[src/rtl/btn_stepper.sv]
// rtl/btn_stepper.sv - debounced pushbutton to one-cycle step pulses with hold-to-auto-repeat
module btn_stepper #(
    parameter int DEBOUNCE_CYCLES = 270000,
    parameter int REPEAT_DELAY    = 13500000,
    parameter int REPEAT_RATE     = 3500000,
    parameter int REPEAT_EN       = 1
) (
    input  logic clk,
    input  logic rst_n,
    input  logic btn_n,
    output logic pressed,
    output logic press_pulse,
    output logic release_pulse,
    output logic step
);

    localparam int DB_W     = $clog2(DEBOUNCE_CYCLES);
    localparam int HOLD_MAX = (REPEAT_DELAY > REPEAT_RATE) ? REPEAT_DELAY : REPEAT_RATE;
    localparam int HOLD_W   = $clog2(HOLD_MAX);

    localparam logic [DB_W-1:0]   DB_LAST    = DB_W'(DEBOUNCE_CYCLES - 1);
    localparam logic [HOLD_W-1:0] DELAY_LAST = HOLD_W'(REPEAT_DELAY - 1);
    localparam logic [HOLD_W-1:0] RATE_LAST  = HOLD_W'(REPEAT_RATE - 1);

    typedef enum logic [1:0] {
        IDLE,
        HOLD_DELAY,
        HOLD_REPEAT
    } state_t;

    logic              sync_meta;
    logic              sync_btn;
    logic              btn_level;
    logic [DB_W-1:0]   db_cnt;
    logic              pressed_d;
    logic              rise;
    logic              fall;
    state_t            state;
    logic [HOLD_W-1:0] hold_cnt;

    always_ff @(posedge clk or negedge rst_n) begin
        if (!rst_n) begin
            sync_meta <= 1'b1;
            sync_btn  <= 1'b1;
        end else begin
            sync_meta <= btn_n;
            sync_btn  <= sync_meta;
        end
    end

    assign btn_level = ~sync_btn;

    // The counter only advances while the synchronized level disagrees with the accepted one.
    always_ff @(posedge clk or negedge rst_n) begin
        if (!rst_n) begin
            db_cnt    <= '0;
            pressed   <= 1'b0;
            pressed_d <= 1'b0;
        end else begin
            pressed_d <= pressed;
            if (btn_level != pressed) begin
                if (db_cnt == DB_LAST) begin
                    pressed <= btn_level;
                    db_cnt  <= '0;
                end else begin
                    db_cnt <= db_cnt + 1'b1;
                end
            end else begin
                db_cnt <= '0;
            end
        end
    end

    assign rise = pressed & ~pressed_d;
    assign fall = ~pressed & pressed_d;

    // Release is checked first so a coinciding repeat step is dropped.
    always_ff @(posedge clk or negedge rst_n) begin
        if (!rst_n) begin
            state         <= IDLE;
            hold_cnt      <= '0;
            press_pulse   <= 1'b0;
            release_pulse <= 1'b0;
            step          <= 1'b0;
        end else begin
            press_pulse   <= 1'b0;
            release_pulse <= 1'b0;
            step          <= 1'b0;
            if (fall) begin
                state         <= IDLE;
                hold_cnt      <= '0;
                release_pulse <= 1'b1;
            end else begin
                case (state)
                    IDLE: begin
                        if (rise) begin
                            state       <= HOLD_DELAY;
                            hold_cnt    <= '0;
                            press_pulse <= 1'b1;
                            step        <= 1'b1;
                        end
                    end
                    HOLD_DELAY: begin
                        if (REPEAT_EN != 0) begin
                            if (hold_cnt == DELAY_LAST) begin
                                step     <= 1'b1;
                                state    <= HOLD_REPEAT;
                                hold_cnt <= '0;
                            end else begin
                                hold_cnt <= hold_cnt + 1'b1;
                            end
                        end
                    end
                    HOLD_REPEAT: begin
                        if (hold_cnt == RATE_LAST) begin
                            step     <= 1'b1;
                            hold_cnt <= '0;
                        end else begin
                            hold_cnt <= hold_cnt + 1'b1;
                        end
                    end
                    default: begin
                        state    <= IDLE;
                        hold_cnt <= '0;
                    end
                endcase
            end
        end
    end

endmodule
[config.mk]
export PLATFORM = sky130hd
export DESIGN_NAME = btn_stepper
export DESIGN_NICKNAME = d
export VERILOG_FILES = /design/src/rtl/btn_stepper.sv
export SDC_FILE = /design/constraint.sdc
export NUM_CORES = 1
export LEC_CHECK = 0
export BUFFER_PORTS_ARGS = -buffer_cell sky130_fd_sc_hd__buf_2
export CAP_MARGIN = 20
export CORE_MARGIN = 4
export CORE_UTILIZATION = 65
export DETAILED_ROUTE_END_ITERATION = 10
export PLACE_DENSITY = 0.82
export SETUP_SLACK_MARGIN = 0.4
export SLEW_MARGIN = 20
export SYNTH_ARGS = -nofsm -noshare
export SYNTH_HDL_FRONTEND = slang
export SYNTH_SLANG_ARGS = --single-unit
[constraint.sdc]
create_clock -name clk -period 3.8 [get_ports clk]
set_input_delay 0.57 -clock clk [delete_from_list [all_inputs] [get_ports clk]]
set_output_delay 0.57 -clock clk [all_outputs]
set_load 0.1 [all_outputs]
[After elaboration in Yosys (flattened, before gate mapping)]
Index checks and enable logic that the tools add are counted.
W data, S select, Z words.
Cells by class
  mux-type cells: 19
  divide/modulo/power cells: 0
  shift operators: 0
  add/sub/neg operators: 2
  bitwise operators: 5
  order comparisons: 0
  multiply operators: 0
  reduce and logical (&&, ||, !) cells: 3
  equal/unequal tests: 9
Operators by type and width (count)
  $mux W24: 4
  $pmux W24 S3: 1
  $mux W19: 2
  $add A24 B1 Y24 const B: 1
  $eq A24 B22 Y1 const B: 1
  $eq A24 B24 Y1 const B: 1
  $add A19 B1 Y19 const B: 1
  $eq A19 B19 Y1 const B: 1
  $mux W1: 7
  $mux W2: 3
  $ne A3 B3 Y1 const B: 2
  $pmux W2 S3: 1
  $not A1 Y1: 3
  $pmux W1 S3: 1
  $reduce_and A3 Y1: 1
  $and A1 B1 Y1: 2
  $eq A2 B1 Y1 const B: 1
  $eq A2 B2 Y1 const B: 1
  $logic_not A2 Y1: 1
  $ne A2 B2 Y1 const B: 1
  $reduce_and A2 Y1: 1
  $ne A1 B1 Y1: 1
Word-level totals
  ROM bits: 0
  memory bits (writable): 0
  flip-flop bits (word level): 52
  memories: 0
  latch bits: 0

[Logic depth before layout (Yosys ltp)]
Gate-level depths: netlist of run 1.
  word-level depth: 5
  gate-level depth with buffers: 9

[Least setup slack after synthesis of run 1]
No wires, ideal clock.
  kind: flip-flop to flip-flop
  from: register pressed
  to: register hold_cnt[23]
  cell stages (with the launch flop): 8
  slack: 1.171 ns
  period minus slack after synthesis: 2.629 ns
  arrival: 2.561 ns
  library setup time: 0.069 ns
  path through: dfrtp_1 -> inv_1 -> ha_1 -> nand2_1 -> nand3b_1 -> a21oi_2 -> or3b_2 -> nand3_1
On the way
  longest elaborated chain between the ends: 3
  elaborated cells on any way between the ends: 5
  those cells by class: eq/ne (1); mux (1); bitwise (3)
Ends and longest elaborated chain
  start: declaration: RTL line 11  | output logic pressed,
  start signal: assignment: RTL line 63  | pressed <= btn_level;
  $not A1 Y1: RTL line 75  | assign fall = ~pressed & pressed_d;
  $and A1 B1 Y1: RTL line 75
  $ne A3 B3 Y1 (no source line) or $mux W24 (tied branches)
  end signal: assignment: RTL line 110  | hold_cnt <= hold_cnt + 1'b1;
  end signal: assignment: RTL line 119  | hold_cnt <= hold_cnt + 1'b1;
  end: declaration: RTL line 39  | logic [HOLD_W-1:0] hold_cnt;
Parallel ways exist; a longest one is shown, timed or not.
A chain may end at the register's enable or synchronous reset.

[Worst setup path after layout of run 1]
  from: register pressed
  to: register hold_cnt[11]
Same word-level chain as after synthesis.

==> results of run 1 <==
-- area by class of cell --
type,count,area [µm²]
Clock inverter,1,5.00
Tap cell,50,62.6
Sequential cell,52,1300
Inverter,10,37.5
Multi-Input combinational cell,214,1360
Fill cell,290,1170
Clock buffer,7,76.3
Timing Repair Buffer,8,45.0
-- worst reg2reg max path, cell delays in order, from the launching register on --
cell and delay [ns]:
sky130_fd_sc_hd__dfrtp_1 0.43, sky130_fd_sc_hd__inv_1 0.09, sky130_fd_sc_hd__ha_1 0.34, sky130_fd_sc_hd__nand2_1 0.50
sky130_fd_sc_hd__nand3b_1 0.19, sky130_fd_sc_hd__a21oi_2 0.32, sky130_fd_sc_hd__buf_4 0.41, sky130_fd_sc_hd__o21ai_0 0.16
sky130_fd_sc_hd__a31oi_1 0.18
-- worst paths after layout --
path	cells after the start	endpoint	slack, ns	startpoint
max	8	hold_cnt[11]	1.11	pressed
min	1	sync_meta	0.36	btn_n
max reg2reg	8	hold_cnt[11]	1.11	pressed
min reg2reg	0	sync_btn	0.37	sync_meta
max in group asynchronous	2	hold_cnt[21]	3.01	rst_n
min in group asynchronous	2	db_cnt[13]	0.37	rst_n
-- where the power goes --
part           switching (µW)  total [µW]  leakage, µW  internal [µW]
sequential               2.96         560     0.000717            557
combinational            15.5        19.8     0.000501           4.31
clock                     171         301    0.0000422            130
total                     189         881      0.00126            691
-- per-layer routing --
metal,GRT usage,up-vias
li1,-,1055
met1,0.297,1002
met2,0.347,28
met3,0.0427,5
met4,0.0656,0
met5,0,-
-- cells in the final DEF (no fill, tap or decap), types with 3 or more instances in the layout --
master / count
sky130_fd_sc_hd__nor3_1: 5
sky130_fd_sc_hd__inv_1: 10
sky130_fd_sc_hd__and4_1: 5
sky130_fd_sc_hd__a31oi_1: 17
sky130_fd_sc_hd__nand2b_1: 6
sky130_fd_sc_hd__ha_1: 8
sky130_fd_sc_hd__dfrtp_1: 50
sky130_fd_sc_hd__xor2_1: 12
sky130_fd_sc_hd__a21oi_1: 13
sky130_fd_sc_hd__clkbuf_8: 5
sky130_fd_sc_hd__a41oi_1: 3
sky130_fd_sc_hd__buf_2: 6
sky130_fd_sc_hd__o21ai_0: 7
sky130_fd_sc_hd__and2_1: 3
sky130_fd_sc_hd__nor2_1: 26
sky130_fd_sc_hd__and3_1: 11
sky130_fd_sc_hd__nand3_1: 17
sky130_fd_sc_hd__nand2_1: 27
sky130_fd_sc_hd__xnor2_1: 4
sky130_fd_sc_hd__nand4_1: 10
-- kinds of logic (layout without fill, tap and decap cells) --
| logic type | Yosys count | after routing | share of synthesized area |
|---|---|---|---|
| AND/OR/NAND/NOR | 127 | 127 | 0.245 |
| AO/OA/AOI/OAI | 61 | 61 | 0.153 |
| flip-flops | 52 | 52 | 0.472 |
| buffers and inverters | 20 | 26 | 0.0353 |
| XOR/XNOR | 16 | 16 | 0.0507 |
| adder cells (fa/ha/maj) | 8 | 8 | 0.0362 |
| multiplexers | 2 | 2 | 0.00770 |
-- sequential cells by signal, summed over array words and instances (netlist names) --
register and count:
hold_cnt 24, db_cnt 19, state 2, press_pulse 1
pressed 1, pressed_d 1, release_pulse 1, step 1
sync_btn 1, sync_meta 1
-- metrics by stage --
step	cell area, µm²	setup slack (ns)	std cells	power [µW]	hold WS [ns]
CTS	2890	1.16	342	888	0.352
finish	2890	1.11	342	881	0.356
global placement	2810	1.28	334	591	0.350
detailed placement	2810	1.18	334	592	0.350
floorplan	2760	1.17	286	578	0.274
global route	2890	0.900	342	915	0.349
==> results.yml, run 1 <==
floorplan:
  die_height_um: 73.2
  chipWidth_um: 73.2
  initial_core_utilization: 0.681
  floorplan.io_pins: 7
  fp-row-count: 23
  core-area_mm2: 0.00406
  design.die.area_mm2: 0.00536
setup_path:
  crit_type: "flop to flop"
  path_max_fanout: 38
  critical-path-top-delay-family: "simple AND/OR/NAND/NOR gates"
  worstSetupStartpointType: "flop"
  category_of_the_worst_setup_path_capture_point: "flop"
  critical_path_buf_inv_count: 2
  slowest_stage_delay_on_critical_path_ns: 0.50
  timing.critical_path.required_ns: 4.02
  timing.critical_path.cells: "inv_1, ha_1, nand2_1, nand3b_1, a21oi_2, buf_4, o21ai_0, a31oi_1"
  timing.critical_path.slowest_stage_cell: "sky130_fd_sc_hd__nand2_1"
  critical_path_arrival_ns: 2.91
timing:
  final.setup_skew_ns: 0.00370
  total_count_of_hold_check_failures_in_the_final_report: 0
  tightestPinTransition_ns: 0.912
  max_slew_headroom: 0.387
  top_achievable_clock_speed_ghz: 0.372
  layout_worst_path_cycle_share: 0.708
  fin_setup_tns_ns: 0
  rsz0062_at_grt: "false"
  finalCriticalPeriod_ns: 2.69
  setup_viol_count_final: 0
  slew_viol_final: 0
clock_network:
  cts.root.buffer_cell: "sky130_fd_sc_hd__clkbuf_8"
  cts.clk_slew.worst_paths_ns: 0.09
  cts.sinks: 52
  cts_tree: "built"
  cts_post_setup_buffers_inserted: 0
  ctsHoldBuffers: 0
  clk_path_buf_depth: 2
  post_cts.resized_instances: 0
  cts_buffers: 5
  htree_num_levels: 2
  clkLatencyLatePin_ns: 0.30
yosys:
  synth_most_common_cell: "sky130_fd_sc_hd__dfrtp_1"
  synthesis.instances: 286
  postSynth.asyncResetShare: 1.00
  synth.cell_area_mm2: 0.00276
  post_synth_most_frequent_cells: "sky130_fd_sc_hd__dfrtp_1 (50), sky130_fd_sc_hd__nand2_1 (27), sky130_fd_sc_hd__nor2_1 (26)"
  synth_sequential_area_ratio: 0.472
  synth.top_cell.area_share: 0.453
  synth_seq_cells: 52
  ys_types: 52
  synth_top_flop_cell: "sky130_fd_sc_hd__dfrtp_1"
  syn-mean-instance-area_um2: 9.66
  yosys_warnings: 0
  synth_largest_area_cell: "sky130_fd_sc_hd__dfrtp_1"
  syn_nets: 297
  number_of_enable_type_register_cells_in_the_synthesized_netlist: 0
  synthTopCellsByArea: "sky130_fd_sc_hd__dfrtp_1 (45%), sky130_fd_sc_hd__a31oi_1 (3.9%), sky130_fd_sc_hd__xor2_1 (3.8%), sky130_fd_sc_hd__nand2_1 (3.7%), sky130_fd_sc_hd__ha_1 (3.6%)"
routing:
  drtPass1Iterations: 4
  met2RoutedLength_um: 2430
  route.met3.wl_um: 161
  drc: 0
  routed_wl_um: 5170
  viasPerCell: 6.11
  drt_iter0_markers: 164
  detailroute.via_count: 2090
  drt_wl_cell_um: 15.1
  postRouteAntennaNets: 0
  dr.max_layer_used: "met4"
  route.layer.met1.wl_um: 2520
cells_and_area:
  num_antenna_cells: 0
  share_of_cells_above_drive_strength_1: 0.0925
  areaGrowthSynthToFinish_pct: 4.67
  design.final.nets: 302
  fin_util: 0.712
power:
  ir_drop_mv: 0.192
  power.density_mw_per_mm2: 305
  power.static_leakage_uw: 0.00126
placed_design:
  number_of_port_buffers: 6
  routabilityCongestion: 0.812
  dpl.hpwl_um: 3560
grt:
  number_of_antenna_violations_at_the_first_check_in_global_routing: 0
  global_route_wire_length_before_repair_um: 9140
  grt_start_max_net_pins: 53
  globalRouteOverflowTotal: 0
  first_global_vias: 2024
  grtUsageTotal: 0.216
job:
  timing.max_cap.violations: 0
min_path:
  min-delay-path-class: "primary input to flop"
outcome:
  outcome: "complete, no violations"
(Power assumes the default switching activity.)
==> inputs of run 2 (changes only) <==
--- a/config.mk
+++ b/config.mk
@@ -5,12 +5,13 @@
 export SDC_FILE = /design/constraint.sdc
 export NUM_CORES = 1
 export LEC_CHECK = 0
+export ABC_AREA = 1
 export BUFFER_PORTS_ARGS = -buffer_cell sky130_fd_sc_hd__buf_2
 export CAP_MARGIN = 20
 export CORE_MARGIN = 4
-export CORE_UTILIZATION = 65
+export CORE_UTILIZATION = 63
 export DETAILED_ROUTE_END_ITERATION = 10
-export PLACE_DENSITY = 0.82
+export PLACE_DENSITY = 0.8
 export SETUP_SLACK_MARGIN = 0.4
 export SLEW_MARGIN = 20
 export SYNTH_ARGS = -nofsm -noshare
==> constraint.sdc (replaced) <==
create_clock -name clk -period 2.6 [get_ports clk]
set_input_delay 0.39 -clock clk [delete_from_list [all_inputs] [get_ports clk]]
set_output_delay 0.39 -clock clk [all_outputs]
set_load 0.1 [all_outputs]
==> run 2 against run 1 <==
Routed wire length up 29%. Maximum frequency is 48% higher. Via count up 33%. Critical path depth up 2. Power is 70% higher. Synthesized area increased by 17%. Critical endpoint is now hold_cnt[4]. Largest cell class unchanged. Highest routed layer unchanged.
==> results.yml, run 2 <==
timing:
  rsz0062_at_grt: "false"
  slew_viol_final: 0
  fin_setup_tns_ns: 0
  max_slew_headroom: 0.568
  finalCriticalPeriod_ns: 1.81
  total_count_of_hold_check_failures_in_the_final_report: 0
  final.setup_skew_ns: 0.0120
  top_achievable_clock_speed_ghz: 0.552
  layout_worst_path_cycle_share: 0.697
  tightestPinTransition_ns: 0.648
  setup_viol_count_final: 0
  postLayoutSetupSlackWorst_ns: 0.788
  fin_worst_hold_slack_ns: 0.176
placed_design:
  dpl.cell_count: 514
  routabilityCongestion: 0.882
  number_of_port_buffers: 6
  dpl.hpwl_um: 4810
  place_ws_ns: 0.817
power:
  report.power.total_uw: 1500
  netSwitchingFraction: 0.196
  comb_power_share: 0.021
  power_switching_uw: 295
  ir_drop_mv: 0.223
  power.density_mw_per_mm2: 434
  seq_power_share: 0.546
  p_int_uw: 1210
  power.static_leakage_uw: 0.00163
  clock_power_share: 0.433
cells_and_area:
  areaGrowthSynthToFinish_pct: 6.97
  mostFrequentLayoutCells: "sky130_fd_sc_hd__nand2_1 (135), sky130_fd_sc_hd__nor2_1 (67), sky130_fd_sc_hd__dfrtp_1 (49), sky130_fd_sc_hd__inv_1 (43), sky130_fd_sc_hd__nand3_1 (39)"
  biggest_regs: "hold_cnt (24), db_cnt (19), state (2)"
  final_cells: 522
  largest_reg_flops: 24
  nFillCells: 393
  share_of_cells_above_drive_strength_1: 0.105
  top_register_by_number_of_flip_flops: "hold_cnt"
  mostFrequentLayoutCell: "sky130_fd_sc_hd__nand2_1"
  design.final.nets: 465
  num_antenna_cells: 0
yosys:
  yosys_warnings: 0
  postSynth.asyncResetShare: 1.00
  synth_most_common_cell: "sky130_fd_sc_hd__nand2_1"
  synthTopCellsByArea: "sky130_fd_sc_hd__dfrtp_1 (39%), sky130_fd_sc_hd__nand2_1 (16%), sky130_fd_sc_hd__nor2_1 (7.8%), sky130_fd_sc_hd__nand3_1 (6.0%), sky130_fd_sc_hd__inv_1 (5.0%)"
  synth_largest_area_cell: "sky130_fd_sc_hd__dfrtp_1"
  synthesis.instances: 445
  synth_seq_cells: 52
  post_synth_most_frequent_cells: "sky130_fd_sc_hd__nand2_1 (135), sky130_fd_sc_hd__nor2_1 (67), sky130_fd_sc_hd__dfrtp_1 (50)"
  synth_top_flop_cell: "sky130_fd_sc_hd__dfrtp_1"
  syn-mean-instance-area_um2: 7.26
  ys_types: 30
  syn_nets: 456
  synth.top_cell.area_share: 0.387
  synth.cell_area_mm2: 0.00323
  synth_sequential_area_ratio: 0.404
  number_of_enable_type_register_cells_in_the_synthesized_netlist: 0
routing:
  drt_iter0_markers: 177
  viasPerCell: 5.31
  detailroute.via_count: 2770
  drc: 0
  drtPass1Iterations: 5
  drt_wl_cell_um: 12.7
  postRouteAntennaNets: 0
  routed_wl_um: 6640
clock_network:
  clk_path_buf_depth: 2
  htree_num_levels: 2
  post_cts.resized_instances: 0
  clkLatencyLatePin_ns: 0.31
  cts.root.buffer_cell: "sky130_fd_sc_hd__clkbuf_8"
  cts_tree: "built"
  cts.clk_slew.worst_paths_ns: 0.10
  cts.sinks: 52
  ctsHoldBuffers: 0
  cts_post_setup_buffers_inserted: 0
  cts_buffers: 5
floorplan:
  core-area_mm2: 0.00485
  die_height_um: 79.6
  initial_core_utilization: 0.666
  design.die.area_mm2: 0.00634
  chipWidth_um: 79.6
  floorplan.io_pins: 7
  fp-row-count: 25
outcome:
  outcome: "complete, no violations"
setup_path:
  slowest_stage_delay_on_critical_path_ns: 0.41
  critical_path_arrival_ns: 2.04
  timing.critical_path.required_ns: 2.83
  category_of_the_worst_setup_path_capture_point: "flop"
  worstSetupStartpointType: "flop"
  r2r_cells: 10
  path_max_fanout: 24
  rr_startpoint: "pressed"
  timing.critical_path.cells: "inv_1, ha_1, nand2_1, inv_1, nor2_1, buf_4, o21ai_0, a21oi_1, nand2_1, o21ai_0"
  crit_type: "flop to flop"
  timing.critical_path.slowest_stage_cell: "sky130_fd_sc_hd__dfrtp_2"
  critical_path.startpoint: "pressed"
grt:
  grtUsageTotal: 0.241
  global_route_wire_length_before_repair_um: 12300
  number_of_antenna_violations_at_the_first_check_in_global_routing: 0
  first_global_vias: 2828
  grt_start_max_net_pins: 53
  globalRouteOverflowTotal: 0
job:
  timing.max_cap.violations: 0
min_path:
  min-delay-path-class: "primary input to asynchronous set/reset pin"
run 2: changes by cell type in the layout (fill, tap and decap cells not counted), sizes merged, moves of 4 or more:
cell | previous run | this run
nand2 | 27 | 141
nor2 | 26 | 77
inv | 10 | 49
nand3 | 17 | 41
a31oi | 17 | 0
a21oi | 14 | 4
and3 | 11 | 1
nand2b | 6 | 0
xor2 | 12 | 18
and4 | 5 | 0
nand3b | 2 | 7
nor3 | 5 | 10
xnor2 | 4 | 8
run 2: metrics by stage:
step           area, µm²  utilization
2_1_floorplan       3230            -
3_3_place_gp        3320        0.685
3_5_place_dp        3320        0.685
4_1_cts             3460        0.713
5_1_grt             3460        0.713
6_report            3460        0.713
run 2: path summary, 6_finish.rpt:
check	end	slack (ns)
worst min-delay path	db_cnt[6]	0.18
worst max register to register	hold_cnt[4]	0.79
worst max-delay path	hold_cnt[4]	0.79
worst min register to register	sync_btn	0.37
max in group asynchronous	pressed	1.95
min in group clk	sync_meta	0.18
run 2: cells by family after synthesis:
family	synth area share
adders and majority gates	0.0310
DFF	0.404
xor gates and xnor gates	0.0705
buffers and inverters	0.0720
and+or+nand+nor	0.402
AOI/OAI and AO/OA	0.0213
run 2: area by class of cell:
class,instances,area [µm²],share of cell area
tap,67,83.8,0.0243
timing repair buffer,9,52.6,0.0152
clock buffer,6,72.6,0.0210
clock inverter,2,60.1,0.0174
sequential,52,1310,0.378
inverter,50,188,0.0543
multi-input combinational,336,1690,0.490
run 2: power groups by stage:
| stage | Sequential [µW] | Combinational [µW] | Clock [µW] |
|---|---|---|---|
| floorplan | 834 | 11.8 | 0 |
| global placement | 835 | 33.0 | 0 |
| detailed placement | 835 | 33.5 | 0 |
| CTS | 819 | 33.3 | 664 |
| global route | 821 | 38.6 | 696 |
| finish | 819 | 32.1 | 650 |
run 2: worst max-delay path: cells and delay by family (launching register included):
kind | cells | cell delay, ns
AO/OA/AOI/OAI | 3 | 0.33
flip-flops | 1 | 0.41
AND/OR/NAND/NOR | 3 | 0.30
buffers and inverters | 3 | 0.42
adder cells (fa/ha/maj) | 1 | 0.28
run 2: layer usage:
| metal | vias to the layer above | share of wire | track usage |
|---|---|---|---|
| li1 | 1406 | - | - |
| met1 | 1287 | 0.46 | 0.311 |
| met2 | 63 | 0.49 | 0.403 |
| met3 | 14 | 0.037 | 0.0418 |
| met4 | 0 | 0.020 | 0.0911 |
| met5 | - | 0 | 0 |
==> inputs of run 3 (changes only) <==
==> constraint.sdc (replaced) <==
create_clock -name clk -period 1.72 [get_ports clk]
set_input_delay 0.258 -clock clk [delete_from_list [all_inputs] [get_ports clk]]
set_output_delay 0.258 -clock clk [all_outputs]
set_load 0.1 [all_outputs]
==> run 3 against run 2 <==
Power increased by 40%. Routed wire length increased by 55%. Maximum frequency increased by 14%. Register-to-register slack got worse by 0.65 ns. Flip-flop and latch count unchanged. Sequential power increased by 51%. Highest routed layer unchanged.
==> results.yml, run 3 (synthesis gave the netlist of run 2 again) <==
cells_and_area:
  share_of_cells_above_drive_strength_1: 0.343
  largest_reg_flops: 24
  top_register_by_number_of_flip_flops: "hold_cnt"
  biggest_regs: "hold_cnt (24), db_cnt (19), state (2)"
  mostFrequentLayoutCells: "sky130_fd_sc_hd__nand2_1 (122), sky130_fd_sc_hd__nor2_1 (51), sky130_fd_sc_hd__buf_4 (46), sky130_fd_sc_hd__inv_1 (35), sky130_fd_sc_hd__dfrtp_1 (34)"
  mostFrequentLayoutCell: "sky130_fd_sc_hd__nand2_1"
  areaGrowthSynthToFinish_pct: 31.4
  fin_util: 0.876
  design.final.nets: 517
  num_antenna_cells: 0
timing:
  final.setup_skew_ns: 0.0122
  layout_worst_path_cycle_share: 0.922
  rsz0062_at_grt: "true"
  fin_worst_hold_slack_ns: 0.0386
  top_achievable_clock_speed_ghz: 0.631
  postLayoutSetupSlackWorst_ns: 0.134
  max_slew_headroom: 0.652
  setup_viol_count_final: 0
  tightestPinTransition_ns: 0.522
  slew_viol_final: 0
  finalCriticalPeriod_ns: 1.59
  total_count_of_hold_check_failures_in_the_final_report: 0
  fin_setup_tns_ns: 0
grt:
  grt_start_max_net_pins: 24
  globalRouteOverflowTotal: 0
  global_route_wire_length_before_repair_um: 13500
  first_global_vias: 2961
  grtUsageTotal: 0.273
  number_of_antenna_violations_at_the_first_check_in_global_routing: 0
routing:
  viasPerCell: 5.93
  routed_wl_um: 10300
  detailroute.via_count: 3405
  drt_wl_cell_um: 17.9
  drc: 0
  drt_iter0_markers: 325
  postRouteAntennaNets: 0
  drtPass1Iterations: 6
clock_network:
  htree_num_levels: 2
  cts.root.buffer_cell: "sky130_fd_sc_hd__clkbuf_8"
  cts.sinks: 52
  cts.clk_slew.worst_paths_ns: 0.10
  clkLatencyLatePin_ns: 0.32
  cts_tree: "built"
  clk_path_buf_depth: 2
  cts_buffers: 5
floorplan:
  chipWidth_um: 79.6
  fp-row-count: 25
  core-area_mm2: 0.00485
  die_height_um: 79.6
  design.die.area_mm2: 0.00634
  floorplan.io_pins: 7
  initial_core_utilization: 0.666
placed_design:
  place_ws_ns: 0.0377
  dpl.hpwl_um: 4960
  number_of_port_buffers: 6
  routabilityCongestion: 0.902
setup_path:
  crit_type: "flop to flop"
  critical_path_arrival_ns: 1.82
  rr_startpoint: "state[1]"
  timing.critical_path.required_ns: 1.95
  critical_path.startpoint: "state[1]"
  category_of_the_worst_setup_path_capture_point: "flop"
  worstSetupStartpointType: "flop"
  path_max_fanout: 4
job:
  timing.max_cap.violations: 0
outcome:
  outcome: "complete, no violations"
min_path:
  min-delay-path-class: "primary input to flop"
  hold_start: "btn_n"
power:
  ir_drop_mv: 0.412
  power.static_leakage_uw: 0.00194
  power.density_mw_per_mm2: 494
  report.power.total_uw: 2100
[run 3: layout make-up]
class	instances	area, µm²
multi-input cells	339	2070
well taps	67	83.8
clock inverters	2	15.0
inverters	50	195
repair buffers	58	475
flip-flops and latches	52	1330
fillers	231	603
clock buffers	6	82.6
[run 3: path summary, 6_finish.rpt]
path                       slack (ns)  depth (start not counted)      endpoint
min reg2reg                      0.38                          0      sync_btn
max in group asynchronous        0.71                          3  hold_cnt[16]
min                              0.04                          1     sync_meta
min in group asynchronous        0.43                          2    db_cnt[15]
max                              0.13                          9   hold_cnt[4]
max reg2reg                      0.13                          9   hold_cnt[4]
[run 3: per-layer routing]
metal  global-route usage  up-vias  part of all wire
met5                    0        -                 0
li1                     -     1520                 -
met1                0.336     1594              0.37
met4                0.125        0             0.052
met3               0.0497       64             0.076
met2                0.464      227              0.50
[run 3: what timing repair did]
| action | in CTS | in global routing |
|---|---|---|
| hold buffers | 1 | 0 |
| endpoints found under the hold margin | 17 | 0 |
| setup buffers | 20 | 22 |
| pin swaps | 25 | 26 |
| setup endpoints to repair | 48 | 47 |
| gates cloned | 2 | 1 |
| resized for setup | 50 | 53 |
[run 3: critical path, stage by stage (launching register included)]
cell and delay, ns:
sky130_fd_sc_hd__dfrtp_1 0.42, sky130_fd_sc_hd__inv_1 0.10, sky130_fd_sc_hd__ha_1 0.25, sky130_fd_sc_hd__nand2_4 0.11, sky130_fd_sc_hd__inv_4 0.04, sky130_fd_sc_hd__nor2_4 0.14
sky130_fd_sc_hd__o21ai_2 0.08, sky130_fd_sc_hd__a21oi_2 0.15, sky130_fd_sc_hd__nand2_2 0.09, sky130_fd_sc_hd__o21ai_1 0.11
[run 3: through the flow]
stage / instances / cell area (µm²)
floorplan: 445 / 3310
global placement: 520 / 3450
detailed placement: 520 / 3450
CTS: 551 / 3890
global route: 574 / 4250
finish: 574 / 4250
[run 3: where the power goes]
| part | internal (µW) | switching [µW] | leakage [µW] | total [µW] |
|---|---|---|---|---|
| combinational | 33.8 | 54.9 | 0.00121 | 88.7 |
| sequential | 1230 | 7.39 | 0.000690 | 1240 |
| clock | 327 | 443 | 0.0000434 | 770 |
